--- src/rtl/dff_pkg.sv ---
// dff_pkg: shared types for the flip-flop stage input conditioners
package dff_pkg;
   typedef enum logic {STABLE, CHECK} deb_state_e;
endpackage

--- src/rtl/sync_chain.sv ---
// sync_chain: generic flop synchroniser; clk, rst (async active-low), d (raw level) -> q (synchronised level)
module sync_chain #(
   parameter int STAGES      = 2,
   parameter bit RESET_LEVEL = 1'b0
) (
   input  logic clk,
   input  logic rst,
   input  logic d,
   output logic q
);
   logic [STAGES-1:0] chain_q, chain_d;
   always_comb chain_d = {chain_q[STAGES-2:0], d};
   always_ff @(posedge clk or negedge rst)
      if (!rst) chain_q <= {STAGES{RESET_LEVEL}};
      else      chain_q <= chain_d;
   assign q = chain_q[STAGES-1];
endmodule

--- src/rtl/d_input_debouncer.sv ---
// d_input_debouncer: synchronise and debounce din; clk, rst (async active-low), din, en (sample tick) -> dout (debounced), rise/fall (1-cycle edge pulses), busy (qualifying a change)
module d_input_debouncer import dff_pkg::*; #(
   parameter int SYNC_STAGES     = 2,
   parameter int DEBOUNCE_CYCLES = 8,
   parameter bit RESET_LEVEL     = 1'b0
) (
   input  logic clk,
   input  logic rst,
   input  logic din,
   input  logic en,
   output logic dout,
   output logic rise,
   output logic fall,
   output logic busy
);
   localparam int CNT_W = $clog2(DEBOUNCE_CYCLES + 1);
   localparam logic [CNT_W-1:0] CNT_LAST = CNT_W'(DEBOUNCE_CYCLES - 1);
   logic s, flip;
   deb_state_e state_q, state_d;
   logic [CNT_W-1:0] cnt_q, cnt_d;
   logic dout_q, dout_d, rise_q, rise_d, fall_q, fall_d;
   sync_chain #(.STAGES(SYNC_STAGES), .RESET_LEVEL(RESET_LEVEL)) u_sync (
      .clk(clk), .rst(rst), .d(din), .q(s)
   );
   always_comb begin
      state_d = state_q;
      cnt_d   = cnt_q;
      flip    = 1'b0;
      if (state_q == STABLE) begin
         if (en && s != dout_q) begin
            if (DEBOUNCE_CYCLES == 1) flip = 1'b1;
            else begin
               state_d = CHECK;
               cnt_d   = CNT_W'(1);
            end
         end
      end else if (s == dout_q) begin
         // a bounce back to the current level aborts even on non-sample cycles
         state_d = STABLE;
         cnt_d   = '0;
      end else if (en) begin
         if (cnt_q == CNT_LAST) begin
            flip    = 1'b1;
            state_d = STABLE;
            cnt_d   = '0;
         end else cnt_d = cnt_q + CNT_W'(1);
      end
      dout_d = flip ? s : dout_q;
      rise_d = flip & s;
      fall_d = flip & ~s;
   end
   always_ff @(posedge clk or negedge rst)
      if (!rst) begin
         state_q <= STABLE;
         cnt_q   <= '0;
         dout_q  <= RESET_LEVEL;
         rise_q  <= 1'b0;
         fall_q  <= 1'b0;
      end else begin
         state_q <= state_d;
         cnt_q   <= cnt_d;
         dout_q  <= dout_d;
         rise_q  <= rise_d;
         fall_q  <= fall_d;
      end
   assign dout = dout_q;
   assign rise = rise_q;
   assign fall = fall_q;
   assign busy = (state_q == CHECK);
endmodule
--- config.mk ---
export PLATFORM = sky130hd
export DESIGN_NAME = d_input_debouncer
export DESIGN_NICKNAME = d
export VERILOG_FILES = /design/src/rtl/dff_pkg.sv /design/src/rtl/sync_chain.sv /design/src/rtl/d_input_debouncer.sv
export SDC_FILE = /design/constraint.sdc
export NUM_CORES = 1
export LEC_CHECK = 0
export ABC_AREA = 1
export BUFFER_PORTS_ARGS = -buffer_cell sky130_fd_sc_hd__buf_2
export CAP_MARGIN = 20
export CORE_MARGIN = 4
export CORE_UTILIZATION = 35
export CTS_CLUSTER_SIZE = 30
export DETAILED_ROUTE_END_ITERATION = 12
export PLACE_DENSITY_LB_ADDON = 0.12
export SYNTH_ARGS = -nofsm -noshare
export SYNTH_HDL_FRONTEND = slang
export SYNTH_SLANG_ARGS = --single-unit
--- constraint.sdc ---
create_clock -name clk -period 1 [get_ports clk]
set_input_delay 0.3 -clock clk [delete_from_list [all_inputs] [get_ports clk]]
set_output_delay 0.3 -clock clk [all_outputs]
set_load 0.05 [all_outputs]
# After elaboration in Yosys (flattened, before gate mapping)
# Cells that the tools add are included.
[totals]
latch_bits = 0
mem_bits_ro = 0
regBits = 10
input_bits = 4
mem_bits_rw = 0
memories = 0
[classes]
bitwise_logic = 3
div = 0
n_addsub = 1
order_cmp = 0
shift = 0
n_reduce_logical = 3
eq_ne = 4
n_mul = 0
mux = 14
[op_table]
columns = ["op", "count"]
rows = [
  ["$mux 4", 5],
  ["$mux 1", 9],
  ["$add 4x1->4 const B", 1],
  ["$eq 4x3->1 const B", 1],
  ["$ne 3x2->1 const B", 1],
  ["$and 1x1->1", 2],
  ["$reduce_and 2->1", 1],
  ["$reduce_bool 2->1", 1],
  ["$eq 1x1->1", 1],
  ["$logic_and 1x1->1", 1],
  ["$ne 1x1->1", 1],
  ["$not 1->1", 1],
]

# Depth between registers and ports, before layout
[depth]
ltp_word = 6
mapped_depth = 6
ltp_nobuf = 6

# Modules after synthesis
# From an unflattened synthesis, not the netlist that was laid out.
[hier_totals]
cells_unflattened = 52
hier_area_um2 = 462.9
[by_module_without_submodules]
columns = ["mod", "seq_area_each_um2", "area_each_um2", "cells_each", "instances"]
rows = [
  ["d_input_debouncer", 200.2, 412.9, 50, 1],
  ["sync_chain", 50.0, 50.0, 2, 1],
]

# Worst setup path before layout
# Ideal clock, no wire load.
[synth_timing]
path_kind = "reg2reg"
startpoint = "register dout_q (netlist: dout)"
endpoint = "register dout_q (netlist: dout)"
path_stages_with_launch = 6
setup_ns = 0.122
arrival_ns = 1.179
slack_ns = -0.301
path_cell_list = "dfrtp_1 nand2_1 nand3_2 clkinv_2 nand3_1 nand2_1"
[synth_via]
elab_chain_cells = 3
[synth_lines]
columns = ["element", "line", "source"]
rows = [
  ["from (decl)", "d_input_debouncer.sv:21", "logic dout_q, dout_d, rise_q, rise_d, fall_q, fall_d;"],
  ["from (signal assigned)", "d_input_debouncer.sv:62", "dout_q <= dout_d;"],
  ["$eq 1x1->1", "d_input_debouncer.sv:37", "end else if (s == dout_q) begin"],
  ["$mux 1", "d_input_debouncer.sv:37", ""],
  ["$mux 1", "d_input_debouncer.sv:29", "if (state_q == STABLE) begin"],
]
# No other way between the ends.
# A chain may end at the register's enable or synchronous reset.

# Worst setup path in the final report
[layout_timing]
startpoint = "register state_q (netlist: busy)"
endpoint = "output port busy"
[layout_lines]
columns = ["element", "line", "source"]
rows = [
  ["from (decl)", "d_input_debouncer.sv:19", "deb_state_e state_q, state_d;"],
  ["from (signal assigned)", "d_input_debouncer.sv:60", "state_q <= state_d;"],
  ["to (decl)", "d_input_debouncer.sv:14", "output logic busy"],
]
# No word-level cell between the ends.

==> results.md <==
* Reg2Reg Depth at 7
* Die ar. at 2000 um^2
* Initial antenna violation count at 0
* Vias in the first global route at 376
* Slew Viols, Final at 0
* Slack of the critical path at -0.125 ns
* FF+latch count, synth at 10
* Die width at 44.7 um
* WHS Path Cells at 1
* Placed Area at 557 um^2
* Outcome: finished with violations
* Final WL at 1.02 mm
* Hold_ws at 0.136 ns
* Dpl hpwl at 699 um
* Die height at 44.7 um
* HP Class: primary input to register
* Area grow syn2layout at 50.1%
* Row Count at 12
* Routed wire per std cell at 12.0 um
* Placeable Area at 1190 um^2
* Power density cells at 1380 nW/um^2
* Detailed Routing Iterations Pass 1 at 4
* Final Hold Viols at 0
* Clk buf depth at 2
* Root buffer cell: clkbuf_4
* Highest Clock Rate at 889 MHz
* Setup crit start kind: register
* # IOs at 8
* Post-Synthesis Cell Area at 472 um^2
* RR Endpoint: dout
* Final setup violation count at 11
* Worst Path Arrival at 0.82 ns
* Failing checks: negative setup slack
* Required time worst endpoint at 0.70 ns
* Crit Path Max Fanout at 2
* Rel. slew slack at 82.1%
* Setup CP Type: register to output pin
* Synth Instances at 54
* Post-layout util at 59.7%
* Seq/Total Area, Yosys at 53.1%
* Crit path cell chain: buf_6
* Gpl congestion at 0.810
* Largest net degree at the start of global routing at 11
* Inserted Clock Buffers at 3
* YS warnings at 0
* CTS tree: yes
* Period Utilization, post-route at 112%
* Netlist cell types at 14
* Skew final at 0.00462 ns
* Antenna Nets Post-Route at 0
* DR vias at 424
* DRC at 0
* H-tree depth at 1
* Synthesized Nets at 59
* Maximum VDD drop at 0.678 mV
* Syn avg cell area at 8.74 um^2
* Drt initial violations at 10
* Worst-Skew Late Latency at 0.26 ns
* Nets at 77
* First-pass GRT wire length at 1.66 mm
* Worst R2R Setup Slack at -0.09 ns
* Commonest non-fill, non-tap cell in the layout: nand2_1
* RSZ-0062 raised after global routing: true
* Global route overflow at 0
* Pre-CTS setup slack at -0.0668 ns
* Worst-margin pin slew at 0.268 ns
* Cell count along the critical path at 1
* PortBufs at 7
* Most frequent cells in the layout: nand2_1, nand3_1, dfrtp_1
* Worst R2R Start: dout
* Layout cell share with drive strength beyond 1 at 42.3%
* CP Capture Type: output pin
* CTS Sinks at 10
* Total track usage at 12.1%
* P_leak at 0.378 nW
* Initial Util at 39.8%
* Slowest-stage cell, CP: dfrtp_2
* Via-per-instance ratio at 4.99
* # diodes at 0
* Final Critical Period at 1.12 ns
* Finished Cell Area at 708 um^2
* Hold endpoint: u_sync.chain_q[0]
* Tot Pwr at 0.979 mW
* Max Cap Violations at 0
* Hold Path Origin: din
* Max incr delay on CP at 0.41 ns
* CP bufs+invs at 1
* Clock-pin slew on the worst setup and hold paths at 0.06 ns
* Top delay family on crit path: flip-flops
## through the flow
stage          TNS, ns  instances
2_1_floorplan   -0.394         54
3_3_place_gp    -0.118         78
3_5_place_dp    -0.231         78
4_1_cts          -1.04         85
5_1_grt          -1.49         85
6_report        -0.929         85
## how the worst max path moves through the flow
stage	from	end	slack (ns)
final	busy	busy	-0.12
after CTS	busy	busy	-0.13
after global placement	cnt_q[0]	dout	-0.04
after global routing	busy	busy	-0.16
after floorplan	dout	busy	-0.08
after detailed placement	cnt_q[1]	dout	-0.07
## sequential cells by signal (all words and copies together) (netlist names)
name	flops
busy	1
cnt_q	4
rise	1
dout	1
fall	1
u_sync.chain_q	2
## metal layers
| metal | wire, um | vias to the layer above | track usage, % | part of all wire, % |
|---|---|---|---|---|
| li1 | - | 209 | - | - |
| met4 | 8 | 0 | 3.61 | 0.78 |
| met5 | 0 | - | 0 | 0 |
| met3 | 71 | 3 | 5.98 | 7.0 |
| met2 | 540 | 15 | 22.1 | 53 |
| met1 | 400 | 197 | 11.8 | 39 |
## synth_stat cells, drive strengths merged
| cell type | n | area share (%) |
|---|---|---|
| clkinv | 1 | 1.1 |
| dfrtp | 10 | 53 |
| ha | 1 | 2.7 |
| inv | 7 | 5.6 |
| nand2 | 17 | 14 |
| nand3 | 11 | 14 |
| nand4 | 2 | 4.0 |
| nor2 | 1 | 0.79 |
| nor3 | 1 | 1.1 |
| o21ai | 2 | 2.1 |
| xor2 | 1 | 1.9 |
## cell families after synthesis
logic type      Yosys count  share of synthesized area (%)
flops                    10                           53.1
compound gates            2                           2.12
buf+inv                   8                           6.63
xor+xnor                  1                           1.86
simple gates             32                           33.7
fa+ha+maj                 1                           2.65
## report_power, final
group	switching [mW]	internal [mW]	leakage, nW
clock	0.135	0.221	0.0210
combinational	0.102	0.0751	0.228
sequential	0.0196	0.426	0.128
total	0.257	0.722	0.378
## repair_timing
action,4_1_cts,5_1_grt
buffers inserted,2,0
pin swaps,1,2
endpoints found under the hold margin,10,0
resized for setup,17,3
hold buffers,1,0
setup endpoints to repair,12,12
## area by class of cell
cell class              instances  area, um^2
inverters                       8        35.0
fillers                       100         478
clock buffers                   4        36.3
multi-input cells              36         259
flip-flops and latches         10         253
well taps                      14        17.5
repair buffers                 13         108
Power figures use the tool's default switching activity.
